## src/rtl/mode_sequencer_pkg.sv

```systemverilog
// mode_sequencer_pkg: state encoding and registered output bundle shared by the sequencer and its users
package mode_sequencer_pkg;
  localparam int MODE_W = 3;
  typedef enum logic [MODE_W-1:0] {
    S_IDLE = 3'd0,
    S_RX   = 3'd1,
    S_PROC = 3'd2,
    S_TX   = 3'd3,
    S_ERR  = 3'd4
  } state_t;
  typedef struct packed {
    logic              rx_start;
    logic              proc_start;
    logic              tx_start;
    logic              rx_en;
    logic              proc_en;
    logic              tx_en;
    logic              abort;
    logic              cmd_reject;
    logic [MODE_W-1:0] mode;
    logic              busy;
    logic              img_loaded;
    logic              img_processed;
    logic              timeout_err;
  } out_t;
  function automatic logic is_busy(state_t s);
    return s == S_RX || s == S_PROC || s == S_TX;
  endfunction
endpackage

```

## src/rtl/mode_sequencer_if.sv

```systemverilog
// mode_sequencer_if: command/done inputs and control/status outputs of the sequencer
interface mode_sequencer_if;
  import mode_sequencer_pkg::*;
  logic              cmd_pc_ram;
  logic              cmd_ram_pc;
  logic              cmd_process;
  logic              cmd_idle;
  logic              rx_done;
  logic              proc_done;
  logic              tx_done;
  logic              rx_start;
  logic              proc_start;
  logic              tx_start;
  logic              rx_en;
  logic              proc_en;
  logic              tx_en;
  logic              abort;
  logic              cmd_reject;
  logic [MODE_W-1:0] mode;
  logic              busy;
  logic              img_loaded;
  logic              img_processed;
  logic              timeout_err;
  modport slave (
    input  cmd_pc_ram, cmd_ram_pc, cmd_process, cmd_idle, rx_done, proc_done, tx_done,
    output rx_start, proc_start, tx_start, rx_en, proc_en, tx_en, abort, cmd_reject,
           mode, busy, img_loaded, img_processed, timeout_err
  );
  modport master (
    output cmd_pc_ram, cmd_ram_pc, cmd_process, cmd_idle, rx_done, proc_done, tx_done,
    input  rx_start, proc_start, tx_start, rx_en, proc_en, tx_en, abort, cmd_reject,
           mode, busy, img_loaded, img_processed, timeout_err
  );
endinterface

```

## src/rtl/mode_sequencer_op_watchdog.sv

```systemverilog
// op_watchdog: saturating per-state cycle counter that flags when the allowed time is used up
module op_watchdog #(
  parameter int unsigned TIMEOUT_CYCLES = 500_000_000,
  parameter int          TO_W           = 32
) (
  input  logic clk,
  input  logic rst,
  input  logic clr,
  input  logic en,
  output logic expired
);
  localparam logic [TO_W-1:0] LIM = TO_W'(TIMEOUT_CYCLES);
  logic [TO_W-1:0] cnt;
  // count active cycles, stopping at the limit; a zero limit keeps the counter parked at 0
  always_ff @(posedge clk) begin
    if (rst || clr || TIMEOUT_CYCLES == 0) cnt <= '0;
    else if (en && cnt != LIM) cnt <= cnt + TO_W'(1);
  end
  assign expired = TIMEOUT_CYCLES != 0 && cnt == LIM;
endmodule

```

## src/rtl/mode_sequencer.sv

```systemverilog
// mode_sequencer: one-at-a-time controller for the UART receive path, processing core and UART transmit path
module mode_sequencer
  import mode_sequencer_pkg::*;
#(
  parameter int unsigned TIMEOUT_CYCLES = 500_000_000,
  parameter int          TO_W           = 32
) (
  input logic clk,
  input logic rst,
  mode_sequencer_if.slave b
);
  state_t st, nx;
  out_t o_d, o_q;
  logic act, own, ops, expired;
  assign act = is_busy(st);
  assign own = (st == S_RX && b.rx_done) || (st == S_PROC && b.proc_done) || (st == S_TX && b.tx_done);
  assign ops = b.cmd_pc_ram || b.cmd_process || b.cmd_ram_pc;
  op_watchdog #(.TIMEOUT_CYCLES(TIMEOUT_CYCLES), .TO_W(TO_W)) u_wd (
    .clk(clk), .rst(rst), .clr(nx != st), .en(act), .expired(expired)
  );
  // state register; every output is registered alongside it
  always_ff @(posedge clk) begin
    if (rst) begin
      st  <= S_IDLE;
      o_q <= '0;
    end else begin
      st  <= nx;
      o_q <= o_d;
    end
  end
  // next state: IDLE priority idle > pc_ram > process > ram_pc; in active states done beats abort beats timeout
  always_comb begin
    nx = st;
    if (st == S_IDLE)
      nx = b.cmd_idle ? S_IDLE :
           b.cmd_pc_ram ? S_RX :
           b.cmd_process ? (o_q.img_loaded ? S_PROC : S_IDLE) :
           (b.cmd_ram_pc && o_q.img_loaded) ? S_TX : S_IDLE;
    else if (st == S_ERR)
      nx = b.cmd_idle ? S_IDLE : S_ERR;
    else
      nx = (own || b.cmd_idle) ? S_IDLE : expired ? S_ERR : st;
  end
  // next output values, derived from the transition being taken
  always_comb begin
    o_d = '0;
    o_d.rx_start      = st == S_IDLE && nx == S_RX;
    o_d.proc_start    = st == S_IDLE && nx == S_PROC;
    o_d.tx_start      = st == S_IDLE && nx == S_TX;
    o_d.rx_en         = nx == S_RX;
    o_d.proc_en       = nx == S_PROC;
    o_d.tx_en         = nx == S_TX;
    o_d.abort         = act && !own && (b.cmd_idle || expired);
    o_d.cmd_reject    = st == S_IDLE ? !b.cmd_idle && !b.cmd_pc_ram && !o_q.img_loaded && (b.cmd_process || b.cmd_ram_pc) :
                        st == S_ERR  ? !b.cmd_idle && ops : ops;
    o_d.mode          = nx;
    o_d.busy          = is_busy(nx);
    o_d.img_loaded    = (nx == S_ERR || nx == S_RX) ? 1'b0 : (st == S_RX && b.rx_done) || o_q.img_loaded;
    o_d.img_processed = (nx == S_ERR || nx == S_RX || (st == S_PROC && o_d.abort)) ? 1'b0 :
                        (st == S_PROC && b.proc_done) || o_q.img_processed;
    o_d.timeout_err   = nx == S_ERR;
  end
  assign b.rx_start      = o_q.rx_start;
  assign b.proc_start    = o_q.proc_start;
  assign b.tx_start      = o_q.tx_start;
  assign b.rx_en         = o_q.rx_en;
  assign b.proc_en       = o_q.proc_en;
  assign b.tx_en         = o_q.tx_en;
  assign b.abort         = o_q.abort;
  assign b.cmd_reject    = o_q.cmd_reject;
  assign b.mode          = o_q.mode;
  assign b.busy          = o_q.busy;
  assign b.img_loaded    = o_q.img_loaded;
  assign b.img_processed = o_q.img_processed;
  assign b.timeout_err   = o_q.timeout_err;
endmodule

```

## src/flat_wrapper.sv

```systemverilog
// flat-port wrapper written by rule: the top's interface ports become plain ports
module mode_sequencer_flat import mode_sequencer_pkg::*;
#(
  parameter int unsigned TIMEOUT_CYCLES = 500_000_000,
  parameter int          TO_W           = 32
)
  (clk, rst, b_cmd_pc_ram, b_cmd_ram_pc, b_cmd_process, b_cmd_idle, b_rx_done, b_proc_done, b_tx_done, b_rx_start, b_proc_start, b_tx_start, b_rx_en, b_proc_en, b_tx_en, b_abort, b_cmd_reject, b_mode, b_busy, b_img_loaded, b_img_processed, b_timeout_err);
  mode_sequencer_if b_i ();
  input logic clk;
  input logic rst;
  input wire logic [$bits(b_i.cmd_pc_ram)-1:0] b_cmd_pc_ram;
  input wire logic [$bits(b_i.cmd_ram_pc)-1:0] b_cmd_ram_pc;
  input wire logic [$bits(b_i.cmd_process)-1:0] b_cmd_process;
  input wire logic [$bits(b_i.cmd_idle)-1:0] b_cmd_idle;
  input wire logic [$bits(b_i.rx_done)-1:0] b_rx_done;
  input wire logic [$bits(b_i.proc_done)-1:0] b_proc_done;
  input wire logic [$bits(b_i.tx_done)-1:0] b_tx_done;
  output wire logic [$bits(b_i.rx_start)-1:0] b_rx_start;
  output wire logic [$bits(b_i.proc_start)-1:0] b_proc_start;
  output wire logic [$bits(b_i.tx_start)-1:0] b_tx_start;
  output wire logic [$bits(b_i.rx_en)-1:0] b_rx_en;
  output wire logic [$bits(b_i.proc_en)-1:0] b_proc_en;
  output wire logic [$bits(b_i.tx_en)-1:0] b_tx_en;
  output wire logic [$bits(b_i.abort)-1:0] b_abort;
  output wire logic [$bits(b_i.cmd_reject)-1:0] b_cmd_reject;
  output wire logic [$bits(b_i.mode)-1:0] b_mode;
  output wire logic [$bits(b_i.busy)-1:0] b_busy;
  output wire logic [$bits(b_i.img_loaded)-1:0] b_img_loaded;
  output wire logic [$bits(b_i.img_processed)-1:0] b_img_processed;
  output wire logic [$bits(b_i.timeout_err)-1:0] b_timeout_err;
  assign b_i.cmd_pc_ram = b_cmd_pc_ram;
  assign b_i.cmd_ram_pc = b_cmd_ram_pc;
  assign b_i.cmd_process = b_cmd_process;
  assign b_i.cmd_idle = b_cmd_idle;
  assign b_i.rx_done = b_rx_done;
  assign b_i.proc_done = b_proc_done;
  assign b_i.tx_done = b_tx_done;
  assign b_rx_start = b_i.rx_start;
  assign b_proc_start = b_i.proc_start;
  assign b_tx_start = b_i.tx_start;
  assign b_rx_en = b_i.rx_en;
  assign b_proc_en = b_i.proc_en;
  assign b_tx_en = b_i.tx_en;
  assign b_abort = b_i.abort;
  assign b_cmd_reject = b_i.cmd_reject;
  assign b_mode = b_i.mode;
  assign b_busy = b_i.busy;
  assign b_img_loaded = b_i.img_loaded;
  assign b_img_processed = b_i.img_processed;
  assign b_timeout_err = b_i.timeout_err;
  mode_sequencer #(.TIMEOUT_CYCLES(TIMEOUT_CYCLES), .TO_W(TO_W)) u_core (.clk(clk), .rst(rst), .b(b_i));
endmodule
```

## config.mk

```make
export PLATFORM = sky130hd
export DESIGN_NAME = mode_sequencer_flat
export DESIGN_NICKNAME = d
export VERILOG_FILES = /design/src/rtl/mode_sequencer_pkg.sv /design/src/rtl/mode_sequencer_if.sv /design/src/rtl/mode_sequencer_op_watchdog.sv /design/src/rtl/mode_sequencer.sv /design/src/flat_wrapper.sv
export SDC_FILE = /design/constraint.sdc
export NUM_CORES = 1
export LEC_CHECK = 0
export ABC_CLOCK_PERIOD_IN_PS = 6200
export CAP_MARGIN = 15
export CORE_UTILIZATION = 59
export DETAILED_ROUTE_END_ITERATION = 16
export GPL_ROUTABILITY_DRIVEN = 0
export PLACE_DENSITY = 0.83
export SLEW_MARGIN = 20
export SYNTH_ARGS = -nofsm -noshare
export SYNTH_HDL_FRONTEND = slang
export SYNTH_SLANG_ARGS = --single-unit
```

## constraint.sdc

```tcl
create_clock -name clk -period 6.2 [get_ports clk]
set_clock_uncertainty 0.15 [all_clocks]
set_input_delay 0.93 -clock clk [delete_from_list [all_inputs] [get_ports clk]]
set_output_delay 0.93 -clock clk [all_outputs]
set_load 0.01 [all_outputs]
```

-- Word-level counts from Yosys, hierarchy flattened
Index checks and enable logic that the tools add are counted.
W data, S select, Z words.
- register bits after elaboration: 47
- latch bits: 0
- bits in writable memories: 0
- bits in read-only memories: 0
- bits of input ports: 9
- output and inout bits: 15
- word-level logic and storage cells: 76
- memories: 0
- add/subtract/negate cells: 1
- multipliers: 0
- divide/modulo/power cells: 0
- magnitude comparators: 0
- eq/ne operators: 11
- shift-type cells: 0
- muxes and demuxes: 12
- bitwise operators: 0
- reduce and logical (&&, ||, !) cells: 38
- operators with widths (kind ; number):
    $add A32 B1 Y32 const B ; 1
    $eq A32 B29 Y1 const B ; 1
    $ne A32 B29 Y1 const B ; 1
    $mux W3 ; 8
    $logic_or A1 B1 Y1 ; 16
    $logic_and A1 B1 Y1 ; 15
    $eq A3 B2 Y1 const B ; 4
    $eq A3 B1 Y1 const B ; 2
    $eq A3 B3 Y1 const B ; 2
    $logic_not A1 Y1 ; 4
    $mux W2 ; 2
    $reduce_or A2 Y1 ; 2
    $logic_not A3 Y1 ; 1
    $ne A3 B3 Y1 ; 1
    $mux W1 ; 2

-- Logic depth before layout (Yosys ltp)
Gate-level depths: netlist of the first run.
- depth after elaboration: 12
- gate-level depth with buffers: 9
- mapped depth without buffers: 7

-- Cells and area by module
From an unflattened synthesis of the first run, not the netlist that was laid out.
- cells, all modules: 261
- area total of the unflattened synthesis: 2308.5 um^2
- modules (own cells, without submodules) (module ; times used ; cells an instance ; area each (um^2) ; sequential area each (um^2)):
    op_watchdog ; 1 ; 191 ; 1621.6 ; 640.6
    mode_sequencer ; 1 ; 70 ; 686.9 ; 300.3

-- Worst setup path before layout of the first run
No wires, ideal clock.
- path type: input-to-reg
- from: in b_cmd_idle
- to: reg u_core.o_q (netlist bit u_core.b.img_processed)
- library setup time: 0.088 ns
- arrival time: 2.297 ns
- required time: 5.962 ns
- slack: 3.665 ns
- cell stages on the path: 5
- path buffers: 0
- cell sequence: or4_1 a21o_1 o31a_1 o2111a_1 nor4_2
- longest elaborated chain between the ends: 8
- elaborated cells on any way between the ends: 14
- those cells by class: 2 x eq/ne; 5 x mux; 7 x reduce/logical
- RTL lines (item ; RTL line ; RTL):
    start, declared ; flat_wrapper.sv:14 ; input wire logic [$bits(b_i.cmd_idle)-1:0] b_cmd_idle;
    $logic_or A1 B1 Y1 ; mode_sequencer.sv:42 ; nx = (own || b.cmd_idle) ? S_IDLE : expired ? S_ERR : st;
    $mux W3 ; mode_sequencer.sv:42 ;
    $mux W3 ; mode_sequencer.sv:39 ; else if (st == S_ERR)
    $mux W3 ; mode_sequencer.sv:34 ; if (st == S_IDLE)
    $eq A3 B3 Y1 or $eq A3 B1 Y1 (tied branches) ; mode_sequencer.sv:59 ; o_d.img_processed = (nx == S_ERR || nx == S_RX || (st == S_PROC && o_d.abort)) ? 1'b0 :
    $logic_or A1 B1 Y1 ; mode_sequencer.sv:59 ;
    $logic_or A1 B1 Y1 (*) ; mode_sequencer.sv:59 ;
    $reduce_or A2 Y1 (no source line) (*) ; - ;
    end signal, assigned ; mode_sequencer.sv:25 ; o_q <= '0;
    end signal, assigned ; mode_sequencer.sv:28 ; o_q <= o_d;
    end, declared ; mode_sequencer.sv:13 ; out_t o_d, o_q;
Mark *: on every way between the ends. The rest lies on a longest branch, timed or not.
A chain may end at the register's enable or synchronous reset.

-- Worst setup path after layout of the first run
Ends and elaborated chain as after synthesis.

==> flow_summary_export.csv, run 1 <==
group,metric,value,unit
power_and_ir_drop,total_power,0.5046,mW
routing,drc,0,
sta,max_freq,0.3457,GHz
sta,tns,0,ps
cts,cts_setup_buffers,0,
final_layout,final_util,72.49,%
floorplan,die_h,62.47,um
cts,cts.sinks,47,
yosys,ys_seq_elements,47,
run,maxCapViolCount,0,
routing,drt_iter0_markers,130,
cts,cts-buffers-inserted,5,
floorplan,row_count,21,
final_layout,biggestRegsByFlops,"u_core.u_wd.cnt x32, u_core.st x3",
routing,vias,1834,
sta,slew_headroom,50.71,%
cts,cts_tree,"yes",
floorplan,die_area,3902,um2
yosys,yosys.area.top_type,"dfxtp_1",
final_layout,nets,282,
critical_path,crit_required,6330,ps
routing,via_per_inst,5.767,
grt,grt_first_pass_wirelength,7348,um
grt,grt_usage,23.76,%
sta,setup_viol_count_final,0,
yosys,synth-async-reset-ratio,0,%
grt,gr-total-overflow,0,
critical_path,worstSetupEndpoint,"u_core.b.img_processed$_SDFF_PP0_",
yosys,ys.flop_type,"dfxtp_1",
sta,timing_hold_violations_final,0,
routing,dr.max_layer_used,"met4",
floorplan,pin_count,24,
yosys,synth_most_common_cell,"dfxtp_1",
routing,wl_met2,1988,um
cts,clockBufferDepth,2,
yosys,yosysSeqAreaShare,43.62,%
critical_path,start_kind,"input pin",
critical_path,rr_startpoint,"u_core.u_wd.cnt[25]$_SDFFE_PP0P_",
cts,clk_latency,360,ps
final_layout,n_antenna_cell,0,
yosys,syn-num-nets,261,
critical_path,path_max_fanout,8,
critical_path,cp-startpoint,"b_cmd_idle",
sta,slew_violations,0,
critical_path,end_kind,"flip-flop",
yosys,yosys_warnings,0,
yosys,synth_edf_count,0,
routing,ant_nets,0,
min_path,min_path_type,"reg -> reg",
grt,antenna_found_initial,0,
final_layout,num-fill-cells,283,
grt,grt_max_degree,33,
final_layout,top_register,"u_core.u_wd.cnt",
yosys,ys_types,41,
yosys,synthesis.area,2157,um2
sta,period_share,46.66,%
cts,cts-root-buf,"clkbuf_4",
run_status,status,"finished clean",
final_layout,final_layout_size_suffix_gt1_share,5.882,%
routing,wl_met1,2109,um
critical_path,rrSetupSlack,3680,ps
routing,drt_pass1_iterations,4,
power_and_ir_drop,leakagePower,0.8853,nW
place,dp_hpwl,3085,um
power_and_ir_drop,power_density,203.8,nW/um2
final_layout,largest_reg_flops,32,
critical_path,reg2reg_to,"u_core.b.img_processed$_SDFF_PP0_",
yosys,ys_top_cells_by_count,"dfxtp_1 (47), nor2_1 (45), xor2_1 (23)",
critical_path,critical_path_class,"in -> reg",
final_layout,area_delta_synth_final,14.79,%
cts,hold_buffers,0,
min_path,worstHoldPathCells,2,
cts,htreeDepth,2,
yosys,netlist_instances,250,
floorplan,core-area,3416,um2
sta,rsz0062_at_grt,"no",
routing,wire_per_inst,13.64,um
critical_path,critPathArrivalTime,3020,ps
critical_path,worstRegToRegCells,6,
place,portBuffers,23,
sta,worst_pin_slew,732.6,ps
sta,min_period,2893,ps
floorplan,start_util,63.15,%
floorplan,die_width,62.47,um
routing,routed_wl,4339,um
grt,grt_pass1_vias,1657,
power_and_ir_drop,vdd_drop_max,0.0001651,V
cts,clk_pin_slew_worst_paths,130,ps
cts,cts_resized,0,
yosys,synthTopCellsByArea,"dfxtp_1 (44%), xor2_1 (9.3%), nor2_1 (7.8%)",
routing,wl_met3,162,um
yosys,syn_area_per_cell,8.628,um2
yosys,synth_top_cell_area_share,43.62,%
where the power goes:
group          internal, mW  leakage, nW  total, mW  switching [mW]
clock                0.0669       0.0386      0.158          0.0915
combinational        0.0174        0.467     0.0389          0.0214
sequential            0.305        0.379      0.307         0.00252
metal layers:
layer,global-route usage [%],up-vias
met3,5.474,9
met4,11.63,0
li1,-,918
met1,31.49,868
met5,0,-
met2,36.28,39
area by class of cell:
cell class | instances | area (um2) | share of cell area (%)
clock buffers | 8 | 68.82 | 2.779
inverters | 6 | 22.52 | 0.9096
multi-input cells | 187 | 1149 | 46.39
flip-flops and latches | 47 | 940.9 | 38.00
well taps | 46 | 57.56 | 2.324
repair buffers | 24 | 237.7 | 9.601
critical path, cell delays in order:
cell and delay, ps:
clkdlybuf4s50_1 530, or4_1 630, nor3_1 320, a31oi_2 130, o2111a_1 220, nor4_2 250
stage by stage:
step / cell area [um2] / setup WS (ps) / cells / hold slack [ps]
6_report: 2476 / 3307 / 318 / 363.8
5_1_grt: 2476 / 3176 / 318 / 402.7
4_1_cts: 2476 / 3313 / 318 / 366.3
3_5_place_dp: 2407 / 2926 / 310 / 348.8
3_3_place_gp: 2407 / 3030 / 310 / 341.1
2_1_floorplan: 2157 / 3665 / 250 / 311.3
cells in the final DEF, fill, tap and decap left out, types with 3 or more instances in the layout:
master           count
inv_1                6
clkdlybuf4s50_1     23
nand3_1             15
and4_1               4
a21oi_1              7
dfxtp_1             47
or4_1                3
nor2_1              45
nor4_1               5
xor2_1              23
o21ai_0              4
and3_1               8
clkbuf_4             5
nor3_1               7
a21o_1               3
xnor2_1              6
nand4_1              9
nand2_1             18
or3_1                3
worst min path at each step:
stage,from,end
floorplan,u_core.u_wd.cnt[4]$_SDFFE_PP0P_,u_core.u_wd.cnt[4]$_SDFFE_PP0P_
global placement,u_core.u_wd.cnt[4]$_SDFFE_PP0P_,u_core.u_wd.cnt[4]$_SDFFE_PP0P_
detailed placement,u_core.u_wd.cnt[1]$_SDFFE_PP0P_,u_core.u_wd.cnt[1]$_SDFFE_PP0P_
CTS,u_core.u_wd.cnt[1]$_SDFFE_PP0P_,u_core.u_wd.cnt[1]$_SDFFE_PP0P_
global route,u_core.u_wd.cnt[1]$_SDFFE_PP0P_,u_core.u_wd.cnt[1]$_SDFFE_PP0P_
finish,u_core.u_wd.cnt[1]$_SDFFE_PP0P_,u_core.u_wd.cnt[1]$_SDFFE_PP0P_
cell families after synthesis:
logic type / count (synthesis) / synth area share [%]
flops: 47 / 43.62
simple gates: 128 / 30.63
compound gates: 26 / 8.759
xor+xnor: 29 / 11.77
buf+inv: 16 / 3.132
mux: 2 / 0.9281
fa+ha+maj: 2 / 1.160
(Power assumes the default switching activity.)
==> inputs of run 2 (changes only) <==
--- a/config.mk
+++ b/config.mk
@@ -5,12 +5,12 @@
 export SDC_FILE = /design/constraint.sdc
 export NUM_CORES = 1
 export LEC_CHECK = 0
-export ABC_CLOCK_PERIOD_IN_PS = 6200
+export ABC_CLOCK_PERIOD_IN_PS = 2900
 export CAP_MARGIN = 15
-export CORE_UTILIZATION = 59
+export CORE_UTILIZATION = 55
 export DETAILED_ROUTE_END_ITERATION = 16
 export GPL_ROUTABILITY_DRIVEN = 0
-export PLACE_DENSITY = 0.83
+export PLACE_DENSITY = 0.78
 export SLEW_MARGIN = 20
 export SYNTH_ARGS = -nofsm -noshare
 export SYNTH_HDL_FRONTEND = slang
==> constraint.sdc (replaced) <==
create_clock -name clk -period 2.9 [get_ports clk]
set_clock_uncertainty 0.15 [all_clocks]
set_input_delay 0.435 -clock clk [delete_from_list [all_inputs] [get_ports clk]]
set_output_delay 0.435 -clock clk [all_outputs]
set_load 0.01 [all_outputs]
==> flow_summary_export.csv, run 2 (synthesis results as in run 1) <==
group,metric,value,unit
sta,worst_pin_slew,755.0,ps
floorplan,start_util,58.05,%
critical_path,worstRegToRegCells,6,
power_and_ir_drop,power_density,457.7,nW/um2
sta,fin_ws,396.3,ps
cts,cts-root-buf,"clkbuf_8",
sta,slew_headroom,49.21,%
cts,clk_latency,290,ps
routing,drc,0,
critical_path,rr_startpoint,"u_core.u_wd.cnt[25]$_SDFFE_PP0P_",
routing,vias,1831,
critical_path,worstSetupEndpoint,"u_core.b.img_loaded$_SDFF_PP0_",
grt,grt_first_pass_wirelength,7148,um
cts,htreeDepth,2,
cts,cts.sinks,47,
critical_path,reg2reg_to,"u_core.b.img_loaded$_SDFF_PP0_",
cts,cts-buffers-inserted,5,
final_layout,area_delta_synth_final,17.05,%
critical_path,critPathArrivalTime,2520,ps
critical_path,crit_cells,6,
critical_path,path_max_fanout,6,
sta,rsz0062_at_grt,"no",
final_layout,multi_input_comb_area,1149,um2
critical_path,end_kind,"flip-flop",
cts,clk_pin_slew_worst_paths,80,ps
critical_path,start_kind,"flip-flop",
final_layout,biggestRegsByFlops,"u_core.u_wd.cnt x32, u_core.st x3",
floorplan,core-area,3716,um2
cts,cts_resized,0,
cts,cts_tree,"yes",
final_layout,layout_common_cells,"dfxtp_1 (47), nor2_1 (45), xor2_1 (23), clkdlybuf4s50_1 (23), nand2_1 (18)",
floorplan,die_area,4176,um2
cts,clockBufferDepth,2,
sta,slew_violations,0,
run,maxCapViolCount,0,
floorplan,pin_count,24,
power_and_ir_drop,leakagePower,0.9085,nW
critical_path,critical_path_class,"reg -> reg",
grt,gr-total-overflow,0,
critical_path,cp-startpoint,"u_core.u_wd.cnt[25]$_SDFFE_PP0P_",
cts,cts_setup_buffers,0,
final_layout,largest_reg_flops,32,
sta,tns,0,ps
sta,min_period,2504,ps
final_layout,final_layout_size_suffix_gt1_share,6.569,%
critical_path,path_buf_inv,0,
run_status,status,"finished clean",
critical_path,critPathTopFamily,"simple AND/OR/NAND/NOR gates",
final_layout,n_antenna_cell,0,
critical_path,cpPeakStageDelay,520,ps
critical_path,rrSetupSlack,400,ps
final_layout,nets,284,
grt,grt_max_degree,33,
grt,antenna_found_initial,0,
sta,max_freq,0.3994,GHz
critical_path,worst_path_max_delay_cell,"or4_4",
floorplan,row_count,22,
cts,hold_buffers,0,
place,place_ws,361.5,ps
final_layout,top_register,"u_core.u_wd.cnt",
sta,timing_hold_violations_final,0,
critical_path,crit_required,2920,ps
final_layout,seqCellArea,940.9,um2
final_layout,layout_commonest_cell,"dfxtp_1",
sta,period_share,86.33,%
min_path,min_path_type,"reg -> reg",
final_layout,num-fill-cells,321,
routing,routed_wl,4272,um
routing,via_per_inst,5.686,
routing,drt_pass1_iterations,4,
critical_path,path_cells,"or4_4 > nor4_2 > nand4_1 > a31oi_2 > o2111a_1 > nor3_1",
min_path,hp-start,"u_core.u_wd.cnt[1]$_SDFFE_PP0P_",
place,dp_hpwl,3017,um
routing,ant_nets,0,
grt,grt_usage,22.21,%
power_and_ir_drop,vdd_drop_max,0.0003068,V
routing,wire_per_inst,13.27,um
place,portBuffers,23,
floorplan,die_width,64.63,um
sta,setup_viol_count_final,0,
routing,drt_iter0_markers,109,
grt,grt_pass1_vias,1580,
floorplan,die_h,64.63,um
==> run 2: per-layer routing <==
| metal | share of wire [%] | vias to the layer above | global-route usage (%) |
|---|---|---|---|
| met5 | 0 | - | 0 |
| met4 | 2.0 | 0 | 10.56 |
| met3 | 5.5 | 9 | 5.282 |
| met2 | 44 | 57 | 33.82 |
| met1 | 49 | 843 | 29.45 |
| li1 | - | 922 | - |
==> run 2: final cells by class <==
type                            count  share of cell area (%)
Tap cell                           48                   2.379
Clock buffer                        8                   3.964
Multi-Input combinational cell    187                   45.49
Inverter                            6                  0.8920
Timing Repair Buffer               26                   10.01
Sequential cell                    47                   37.26
==> run 2: power breakdown <==
group	switching [mW]	internal, mW	total (mW)	leakage, nW
registers	0.00521	0.651	0.656	0.379
logic	0.0454	0.0382	0.0837	0.478
clock network	0.198	0.217	0.416	0.0515
total	0.249	0.907	1.16	0.909
==> run 2: worst min path at each step <==
stage | to | slack (ps) | cells past startpoint
after floorplan | u_core.u_wd.cnt[4]$_SDFFE_PP0P_ | 310 | 2
after global placement | u_core.u_wd.cnt[4]$_SDFFE_PP0P_ | 330 | 2
after detailed placement | u_core.u_wd.cnt[1]$_SDFFE_PP0P_ | 350 | 2
after CTS | u_core.u_wd.cnt[1]$_SDFFE_PP0P_ | 360 | 2
after global routing | u_core.u_wd.cnt[1]$_SDFFE_PP0P_ | 390 | 2
final | u_core.u_wd.cnt[1]$_SDFFE_PP0P_ | 360 | 2
==> run 2: tightest hold or removal path, delay by kind of cell (launching register included) <==
kind,cells,cell delay (ps)
flops,1,350
simple gates,1,70
compound gates,1,60
==> run 2: through the flow <==
step                power (mW)  cells  util [%]  instance area [um2]  hold WS, ps
floorplan               0.7194    250         -                 2157        311.3
global placement        0.7544    314     65.25                 2425        334.1
detailed placement      0.7549    314     65.25                 2425        351.3
CTS                      1.169    322     67.95                 2525        364.4
global route             1.209    322     67.95                 2525        386.5
finish                   1.156    322     67.95                 2525        363.1
